**config.mk**
```make
export PLATFORM = sky130hd
export DESIGN_NAME = pmesh_nc_store_packetizer
export DESIGN_NICKNAME = d
export VERILOG_FILES = /design/src/rtl/pmesh_nc_store_packetizer_pkg.sv /design/src/rtl/pmesh_store_data_replicate.sv /design/src/rtl/pmesh_nc_store_packetizer.sv
export SDC_FILE = /design/constraint.sdc
export NUM_CORES = 1
export LEC_CHECK = 0
export ABC_AREA = 1
export CORE_ASPECT_RATIO = 1.1
export CORE_MARGIN = 1.5
export CORE_UTILIZATION = 54
export CTS_CLUSTER_DIAMETER = 120
export CTS_CLUSTER_SIZE = 24
export DETAILED_ROUTE_END_ITERATION = 10
export PLACE_DENSITY_LB_ADDON = 0.05
export RECOVER_POWER = 25
export SYNTH_ARGS = -nofsm -noshare
export SYNTH_HDL_FRONTEND = slang
export SYNTH_HIERARCHICAL = 1
export SYNTH_SLANG_ARGS = --single-unit
export TNS_END_PERCENT = 30
```
**constraint.sdc**
```tcl
create_clock -name clk -period 7.75 [get_ports clk]
set_clock_uncertainty 0.05 [all_clocks]
set_input_delay 0.775 -clock clk [delete_from_list [all_inputs] [get_ports clk]]
set_output_delay 0.775 -clock clk [all_outputs]
set_load 0.1 [all_outputs]
```
**src/rtl/pmesh_nc_store_packetizer_pkg.sv**
```systemverilog
// ---------------------------------------------------------------------------
// pmesh_nc_store_packetizer_pkg
//   Shared P-Mesh definitions for the non-cacheable store packetizer:
//   message type / data size codes, NoC1 flit field positions, the
//   packetizer FSM encoding and small helpers used by the top and the
//   data-replication sub-module.
// ---------------------------------------------------------------------------
package pmesh_nc_store_packetizer_pkg;

    // Message type and length of an NC store request (3 flits after header)
    localparam logic [7:0] MSG_TYPE_NC_STORE_REQ = 8'd34;
    localparam logic [7:0] NC_STORE_MSG_LEN      = 8'd3;

    // MSG_DATA_SIZE encoding
    localparam logic [2:0] MSG_DATA_SIZE_0B = 3'b000;
    localparam logic [2:0] MSG_DATA_SIZE_1B = 3'b001;
    localparam logic [2:0] MSG_DATA_SIZE_2B = 3'b010;
    localparam logic [2:0] MSG_DATA_SIZE_4B = 3'b011;
    localparam logic [2:0] MSG_DATA_SIZE_8B = 3'b100;

    // Routing fields shared by the header and source flits
    localparam int FLIT_CHIPID_LSB = 50;
    localparam int FLIT_X_LSB      = 42;
    localparam int FLIT_Y_LSB      = 34;
    localparam int FLIT_FBITS_LSB  = 30;

    // Header-only fields
    localparam int HDR_LEN_LSB  = 22;
    localparam int HDR_TYPE_LSB = 14;
    localparam int HDR_MSHR_LSB = 6;

    // Address flit fields
    localparam int ADDR_SIZE_LSB = 40;

    // Packetizer FSM: one state per outgoing flit plus IDLE
    typedef enum logic [2:0] {
        ST_IDLE = 3'd0,
        ST_HDR  = 3'd1,
        ST_ADDR = 3'd2,
        ST_SRC  = 3'd3,
        ST_DATA = 3'd4
    } pkt_state_e;

    function automatic logic size_legal(input logic [2:0] size);
        return (size == MSG_DATA_SIZE_1B) || (size == MSG_DATA_SIZE_2B) ||
               (size == MSG_DATA_SIZE_4B) || (size == MSG_DATA_SIZE_8B);
    endfunction

    // Offset bits that must be zero for a naturally aligned chunk.
    // Illegal sizes are handled as 8B, so they get the 8B mask.
    function automatic logic [2:0] align_mask(input logic [2:0] size);
        logic [2:0] m;
        case (size)
            MSG_DATA_SIZE_1B: m = 3'b000;
            MSG_DATA_SIZE_2B: m = 3'b001;
            MSG_DATA_SIZE_4B: m = 3'b011;
            default:          m = 3'b111;
        endcase
        return m;
    endfunction

    // Chip/x/y/fbits routing block common to header and source flits
    function automatic logic [63:0] route_flit(input logic [13:0] chipid,
                                               input logic [7:0]  x,
                                               input logic [7:0]  y,
                                               input logic [3:0]  fbits);
        logic [63:0] f;
        f = '0;
        f[FLIT_CHIPID_LSB +: 14] = chipid;
        f[FLIT_X_LSB      +: 8]  = x;
        f[FLIT_Y_LSB      +: 8]  = y;
        f[FLIT_FBITS_LSB  +: 4]  = fbits;
        return f;
    endfunction

endpackage

```
**src/rtl/pmesh_store_data_replicate.sv**
```systemverilog
// ---------------------------------------------------------------------------
// pmesh_store_data_replicate
//   Combinational data-flit builder. Selects the bytes addressed by
//   size/offset from a 64-bit beat (byte 0 in the MSB lane) and replicates
//   them across the whole flit.
//   Ports:
//     size   - MSG_DATA_SIZE code (illegal codes behave as 8B)
//     offset - byte offset in the 8-byte word, truncated to size alignment
//     data   - write beat
//     flit   - replicated data flit
// ---------------------------------------------------------------------------
module pmesh_store_data_replicate
    import pmesh_nc_store_packetizer_pkg::*;
(
    input  logic [2:0]  size,
    input  logic [2:0]  offset,
    input  logic [63:0] data,
    output logic [63:0] flit
);

    logic [2:0]  base;
    logic [63:0] shifted;

    // Misaligned offsets round down to the size boundary
    assign base    = offset & ~align_mask(size);
    // Move the addressed byte to the MSB lane so every size reads from the top
    assign shifted = data << {base, 3'b000};

    always_comb begin
        flit = data;
        case (size)
            MSG_DATA_SIZE_1B: flit = {8{shifted[63:56]}};
            MSG_DATA_SIZE_2B: flit = {4{shifted[63:48]}};
            MSG_DATA_SIZE_4B: flit = {2{shifted[63:32]}};
            default:          flit = data;
        endcase
    end

endmodule

```
**src/rtl/pmesh_nc_store_packetizer.sv**
```systemverilog
// ---------------------------------------------------------------------------
// pmesh_nc_store_packetizer
//   Turns one aligned store chunk into a 4-flit P-Mesh NC store request on
//   NoC1, tracks outstanding stores against acks, hands out MSHR IDs and
//   flags malformed chunks.
//   Ports:
//     clk, rst            - clock, synchronous active-high reset
//     s_valid/s_ready     - chunk handshake; s_addr/s_data/s_size/s_offset
//     dst_*, src_*        - routing IDs, captured with the chunk
//     noc_valid/noc_ready - NoC1 flit handshake; noc_data is the flit
//     ack_valid           - one pulse per NC store ack
//     outstanding         - stores in flight
//     idle                - FSM idle and nothing outstanding
//     err_misalign        - sticky: misaligned offset or illegal size
//     err_ack             - sticky: ack with nothing outstanding
// ---------------------------------------------------------------------------
module pmesh_nc_store_packetizer
    import pmesh_nc_store_packetizer_pkg::*;
#(
    parameter int         MAX_OUTSTANDING = 8,
    parameter int         MSHRID_W        = 8,
    parameter logic [3:0] FBITS           = 4'b0000
) (
    input  logic        clk,
    input  logic        rst,
    input  logic        s_valid,
    output logic        s_ready,
    input  logic [39:0] s_addr,
    input  logic [63:0] s_data,
    input  logic [2:0]  s_size,
    input  logic [5:0]  s_offset,
    input  logic [13:0] dst_chipid,
    input  logic [7:0]  dst_x,
    input  logic [7:0]  dst_y,
    input  logic [13:0] src_chipid,
    input  logic [7:0]  src_x,
    input  logic [7:0]  src_y,
    output logic        noc_valid,
    input  logic        noc_ready,
    output logic [63:0] noc_data,
    input  logic        ack_valid,
    output logic [7:0]  outstanding,
    output logic        idle,
    output logic        err_misalign,
    output logic        err_ack
);

    localparam logic [7:0] MAX_OUT = 8'(MAX_OUTSTANDING);

    pkt_state_e          state_q, state_d;
    logic [MSHRID_W-1:0] mshr_q;
    logic [7:0]          out_q;
    logic                err_mis_q, err_ack_q;
    logic                accept;

    // Flits are fully formed at accept time so noc_data is a plain register
    // mux and cannot move while the NoC stalls.
    logic [63:0] hdr_q,  addr_q,  src_q,  data_q;
    logic [63:0] hdr_d,  addr_d,  src_d,  data_d;

    logic        chunk_bad;

    // Address LSBs and upper offset bits carry no information here
    logic unused_bits;
    assign unused_bits = ^{s_addr[2:0], s_offset[5:3]};

    // ------------------------------------------------------------------
    // Flit construction from the live inputs (registered on accept)
    // ------------------------------------------------------------------
    pmesh_store_data_replicate u_repl (
        .size   (s_size),
        .offset (s_offset[2:0]),
        .data   (s_data),
        .flit   (data_d)
    );

    always_comb begin
        hdr_d = route_flit(dst_chipid, dst_x, dst_y, FBITS);
        hdr_d[HDR_LEN_LSB  +: 8] = NC_STORE_MSG_LEN;
        hdr_d[HDR_TYPE_LSB +: 8] = MSG_TYPE_NC_STORE_REQ;
        hdr_d[HDR_MSHR_LSB +: 8] = 8'(mshr_q);

        addr_d = '0;
        addr_d[39:0]                = {s_addr[39:3], s_offset[2:0]};
        addr_d[ADDR_SIZE_LSB +: 3]  = s_size;

        src_d = route_flit(src_chipid, src_x, src_y, FBITS);
    end

    assign chunk_bad = !size_legal(s_size) ||
                       ((s_offset[2:0] & align_mask(s_size)) != 3'b000);

    // ------------------------------------------------------------------
    // FSM
    // ------------------------------------------------------------------
    always_ff @(posedge clk) begin
        if (rst) state_q <= ST_IDLE;
        else     state_q <= state_d;
    end

    always_comb begin
        state_d   = state_q;
        s_ready   = 1'b0;
        noc_valid = 1'b0;
        noc_data  = '0;
        case (state_q)
            ST_IDLE: begin
                // Gated with rst so the source never sees a handshake while
                // the block is being reset.
                s_ready = !rst && (out_q < MAX_OUT);
                if (s_valid && s_ready) state_d = ST_HDR;
            end
            ST_HDR: begin
                noc_valid = 1'b1;
                noc_data  = hdr_q;
                if (noc_ready) state_d = ST_ADDR;
            end
            ST_ADDR: begin
                noc_valid = 1'b1;
                noc_data  = addr_q;
                if (noc_ready) state_d = ST_SRC;
            end
            ST_SRC: begin
                noc_valid = 1'b1;
                noc_data  = src_q;
                if (noc_ready) state_d = ST_DATA;
            end
            ST_DATA: begin
                noc_valid = 1'b1;
                noc_data  = data_q;
                if (noc_ready) state_d = ST_IDLE;
            end
            default: state_d = ST_IDLE;
        endcase
    end

    assign accept = s_valid && s_ready;

    // ------------------------------------------------------------------
    // Chunk capture
    // ------------------------------------------------------------------
    always_ff @(posedge clk) begin
        if (accept) begin
            hdr_q  <= hdr_d;
            addr_q <= addr_d;
            src_q  <= src_d;
            data_q <= data_d;
        end
    end

    // ------------------------------------------------------------------
    // MSHR IDs, outstanding count, error flags
    // ------------------------------------------------------------------
    always_ff @(posedge clk) begin
        if (rst) begin
            mshr_q    <= '0;
            out_q     <= '0;
            err_mis_q <= 1'b0;
            err_ack_q <= 1'b0;
        end else begin
            if (accept) begin
                mshr_q <= mshr_q + 1'b1;
                if (chunk_bad) err_mis_q <= 1'b1;
            end
            // An ack with nothing outstanding cannot belong to a chunk
            // accepted in the same cycle, so it is flagged either way.
            if (ack_valid && out_q == 8'd0) err_ack_q <= 1'b1;
            case ({accept, ack_valid})
                2'b10:   out_q <= out_q + 8'd1;
                2'b01:   if (out_q != 8'd0) out_q <= out_q - 8'd1;
                default: out_q <= out_q;
            endcase
        end
    end

    assign outstanding  = out_q;
    assign idle         = (state_q == ST_IDLE) && (out_q == 8'd0);
    assign err_misalign = err_mis_q;
    assign err_ack      = err_ack_q;

endmodule
```
# Yosys cells after proc, flatten, opt, wreduce, memory -nomap -nowiden

Index checks and enable logic that the tools add are counted.

$add $sub $neg: 3
Magnitude comparators: 1
Eq/ne operators: 16
Shift-type cells: 1
Muxes and demuxes: 13
Bitwise logic cells: 3
Reduce and logical (&&, ||, !) cells: 20

Operators with widths:

| operator              | number |
|---|---|
| $pmux W64 S4          | 1 |
| $pmux W64 S3          | 1 |
| $shl A64 B6 Y64       | 1 |
| $add A8 B1 Y8 const B | 2 |
| $pmux W8 S2           | 1 |
| $mux W3               | 5 |
| $pmux W3 S5           | 1 |
| $eq A3 B2 Y1 const B  | 4 |
| $ne A2 B2 Y1 const B  | 6 |
| $pmux W3 S3           | 1 |
| $logic_not A8 Y1      | 1 |
| $lt A8 B4 Y1 const B  | 1 |
| $mux W8               | 1 |
| $reduce_bool A8 Y1    | 1 |
| $sub A8 B1 Y8 const B | 1 |
| $and A3 B3 Y3         | 2 |
| $eq A3 B1 Y1 const B  | 2 |
| $eq A3 B3 Y1 const B  | 2 |
| $logic_and A1 B1 Y1   | 5 |
| $reduce_and A5 Y1     | 1 |
| $logic_or A1 B1 Y1    | 4 |
| $reduce_and A2 Y1     | 2 |
| $reduce_or A4 Y1      | 1 |
| $logic_not A3 Y1      | 1 |
| 7 further kinds       | 9 |

Register bits: 196
Input port bits: 178
Logic and storage cells: 66

# Longest topological paths before layout

Depth after elaboration: 7
Gate-level depth with buffers: 17
Mapped depth without buffers: 17

# By module

Netlist, hierarchy kept.

Modules (own cells, without submodules):

| module                     | times used | cells each | area an instance (µm²) |
|---|---|---|---|
| pmesh_nc_store_packetizer  | 1          | 571        | 7566.0 |
| pmesh_store_data_replicate | 1          | 631        | 2897.8 |

# Worst setup path before layout

OpenSTA, ideal clock, no wires.

Path type: reg2reg
Start point: reg out_q[4], in the netlist outstanding[4]
End point: reg mshr_q[2]
Library setup time: 0.126 ns
Data arrival time: 3.756 ns
Required time: 7.574 ns
Path slack: 3.818 ns
Stages on the path, launching flop included: 9
Period minus slack after synthesis: 3.932 ns
Path through: dfxtp_1 > nor2_2 > nand3_1 > nor2_2 > nand3_1 > inv_2 > nand2_1 > o21ai_0 > a21oi_1

Longest elaborated chain between the ends: 4

RTL lines:

| what                   | line                             | source |
|---|---|---|
| from (decl)            | pmesh_nc_store_packetizer.sv:52  | `logic [7:0] out_q;` |
| from (signal assigned) | pmesh_nc_store_packetizer.sv:169 | `2'b10: out_q <= out_q + 8'd1;` |
| from (signal assigned) | pmesh_nc_store_packetizer.sv:170 | `2'b01: if (out_q != 8'd0) out_q <= out_q - 8'd1;` |
| from (signal assigned) | pmesh_nc_store_packetizer.sv:171 | `default: out_q <= out_q;` |
| $lt A8 B4 Y1           | pmesh_nc_store_packetizer.sv:110 | `s_ready = !rst && (out_q < MAX_OUT);` |
| $logic_and A1 B1 Y1    | pmesh_nc_store_packetizer.sv:110 |  |
| $mux W1                | pmesh_nc_store_packetizer.sv:106 | `case (state_q)` |
| $logic_and A1 B1 Y1    | pmesh_nc_store_packetizer.sv:137 | `assign accept = s_valid && s_ready;` |
| named net accept       | pmesh_nc_store_packetizer.sv:54  | `logic accept;` |
| to (signal assigned)   | pmesh_nc_store_packetizer.sv:162 | `mshr_q <= mshr_q + 1'b1;` |
| to (decl)              | pmesh_nc_store_packetizer.sv:51  | `logic [MSHRID_W-1:0] mshr_q;` |

The timed path passes the listed nets, and every way through them passes these cells.
A chain may end at the register's enable or synchronous reset.

# Worst setup path after layout

Start point: in s_offset[0]
End point: reg data_q[40], data pin

Longest elaborated chain between the ends: 3

RTL lines:

| what                 | line                             | source |
|---|---|---|
| from (decl)          | pmesh_nc_store_packetizer.sv:31  | `input logic [5:0] s_offset,` |
| $and A3 B3 Y3        | pmesh_store_data_replicate.sv:25 | `assign base = offset & ~align_mask(size);` |
| $shl A64 B6 Y64      | pmesh_store_data_replicate.sv:27 | `assign shifted = data << {base, 3'b000};` |
| $pmux W64 S3         | pmesh_store_data_replicate.sv:31 | `case (size)` |
| named net data_d[40] | pmesh_nc_store_packetizer.sv:59  | `logic [63:0] hdr_d, addr_d, src_d, data_d;` |
| to (signal assigned) | pmesh_nc_store_packetizer.sv:147 | `data_q <= data_d;` |
| to (decl)            | pmesh_nc_store_packetizer.sv:58  | `logic [63:0] hdr_q, addr_q, src_q, data_q;` |

The timed path passes the listed nets, and every way through them passes these cells.

==> impl_metrics.env <==
export IMPL_status="finished with violations"
export IMPL_violations="max-capacitance violations, max-slew violations"
export IMPL_postLayoutCoreUtil=0.711
export IMPL_post_cts_buffers=0
export IMPL_hold_path_class="reg -> reg"
export IMPL_grt_first_pass_wirelength_um=47400
export IMPL_critPathLaunchType="input port"
export IMPL_synth_edff_count=175
export IMPL_yosysUniqueCellTypes=36
export IMPL_clk_path_buf_depth=2
export IMPL_die_area_mm2=0.0202
export IMPL_synthArstFlopShare=0
export IMPL_dieHeight_um=149
export IMPL_finalHoldViolations=0
export IMPL_max_freq_mhz=207
export IMPL_max_cap_violations=1
export IMPL_track_usage=0.308
export IMPL_vdd_drop_max_mv=0.317
export IMPL_via_per_inst=5.82
export IMPL_multiInputGateArea_mm2=0.00414
export IMPL_synth_ff_type="edfxtp_1"
export IMPL_dp_hpwl_um=21700
export IMPL_synth_warnings=6
export IMPL_syn_nets=1388
export IMPL_clock_latency_ps=430
export IMPL_synth_cells=1202
export IMPL_root_buffer="clkbuf_16"
export IMPL_grt_overflow=0
export IMPL_grt_pass1_vias=8962
export IMPL_antenna_cells=0
export IMPL_ant_nets=0
export IMPL_die_w_um=136
export IMPL_dr_total_vias=9702
export IMPL_port_buffers=248
export IMPL_critPathCaptureType="flop"
export IMPL_post_synth_cell_area_avg_um2=8.71
export IMPL_io_pins=255
export IMPL_tns_ps=0
export IMPL_synth_yosys_seq_area_share=0.542
export IMPL_period_share=0.622
export IMPL_drt_total_wl_um=31100
export IMPL_finalSetupViolations=0
export IMPL_power_density_mw_per_mm2=352
export IMPL_nFillCells=1479
export IMPL_drive_gt1_frac=0.0486
export IMPL_htreeDepth=4
export IMPL_synth_common_cells="391 x nand2_1, 216 x nand3_1, 175 x edfxtp_1"
export IMPL_dp_cells=1636
export IMPL_seqCellArea_mm2=0.00568
export IMPL_preCtsSetupSlack_ps=3290
export IMPL_finalMaxSlewViolations=62
export IMPL_drt_pass1_iterations=7
export IMPL_drtIter0Drc=1139
export IMPL_grt_max_degree=111
export IMPL_place_area_mm2=0.0130
export IMPL_worst_slew_pin_slew_ps=2810
export IMPL_path_clk_slew_ps=70
export IMPL_cp_data_required_time_ps=7840
export IMPL_cts_tree="yes"
export IMPL_numCtsBuffers=17
export IMPL_coreArea_mm2=0.0190
export IMPL_ys_seq_elements=196
export IMPL_synth_most_common_cell="nand2_1"
export IMPL_num_nets_final=1594
export IMPL_layout_min_cycle_time_ps=4820
export IMPL_rows=53
export IMPL_drc_errors=0
export IMPL_synth_cell_area_mm2=0.0105
export IMPL_path_class="in -> reg"
export IMPL_cts_sinks=196
export IMPL_antenna_found_initial=0
export IMPL_rsz0062_at_grt="no"
export IMPL_cp_data_arrival_time_ps=4910
export IMPL_fin_cells=1668
export IMPL_finalWeightedCongestion=0.952
export IMPL_fin_hold_ws_ps=424
export IMPL_synth_area_leaders="edfxtp_1 50%, nand2_1 14%, nand3_1 10%"
export IMPL_synth_top_area_frac=0.502
export IMPL_ctsHoldBuffers=0
export IMPL_relSlewSlack=-0.875
export IMPL_initial_core_util=0.550
export IMPL_wl_per_cell_um=18.7
export IMPL_synth_top_cell_by_area="edfxtp_1"
export IMPL_fin_total_pwr_mw=4.76
export IMPL_worst_path_max_fanout=64
export IMPL_p_leak_nw=5.37
export IMPL_stdcell_area_mm2=0.0135
export IMPL_syn2layout_area_growth_pct=29.3
export IMPL_cts_resized_gates=0
export IMPL_worst_slack_ps=2930
-- kinds of logic after synthesis --
logic type	Yosys count	share of synthesized area
buffers and inverters	155	0.0624
AOI/OAI and AO/OA	99	0.0622
xor gates and xnor gates	7	0.00586
adders and majority gates	8	0.0103
DFF	196	0.542
and+or+nand+nor	737	0.317
-- state kept, by name, summed over array words and instances (netlist names) --
register      cells
state_q           3
data_q           64
err_misalign      1
mshr_q            8
src_q            30
err_ack           1
outstanding       8
hdr_q            38
addr_q           43
-- critical path, stage by stage --
cell and delay [ps]:
buf_2 70, clkbuf_1 1970, nand3_4 1030, nand2_1 300, nand3_1 120, nand3_1 130, nand2_1 150, nand3_1 140
nand3_1 160
-- layer usage --
metal	GRT usage	wire, um
met5	0	0
met1	0.397	11800
met2	0.510	15300
met3	0.0476	2660
met4	0.143	1350
-- final timing paths --
path,slack (ps),start,endpoint,cells past startpoint
setup reg to reg,4530,outstanding[4]$_SDFFE_PP0P_,data_q[6]$_DFFE_PP_,6
setup / recovery,2930,s_offset[0],data_q[40]$_DFFE_PP_,9
hold / removal,420,mshr_q[2]$_SDFFE_PP0P_,hdr_q[8]$_DFFE_PP_,0
hold reg to reg,420,mshr_q[2]$_SDFFE_PP0P_,hdr_q[8]$_DFFE_PP_,0
-- cells in the final DEF, fill, tap and decap left out, drive strengths merged --
cell	netlist	routed
a211oi	1	1
a21o	1	1
a21oi	19	19
a221o	4	4
a22o	22	22
a31oi	2	2
buf	43	8
clkbuf	26	19
clkdlybuf4s50	0	144
clkinv	0	6
dfxtp	21	21
dlygate4sd3	0	103
edfxtp	175	175
fa	1	1
ha	7	7
inv	86	94
nand2	396	396
nand3	220	220
nand4	64	64
nor2	50	50
nor3	6	6
o211ai	17	17
o21ai	32	32
o21bai	1	1
or2	1	1
xnor2	4	4
xor2	3	3
-- layout make-up --
cell class | instances | share of cell area
multi-input combinational | 851 | 0.306
tap | 247 | 0.0228
clock inverter | 14 | 0.00851
sequential | 196 | 0.419
clock buffer | 18 | 0.0317
timing repair buffer | 256 | 0.187
inverter | 86 | 0.0242
-- report_power, final --
group	switching (mW)	internal, mW	leakage, nW	total, mW
Clock	0.409	0.421	0.272	0.830
Combinational	1.91	0.578	3.33	2.49
Sequential	0.0729	1.37	1.77	1.44
No activity file was read; power rests on OpenSTA's default activity.
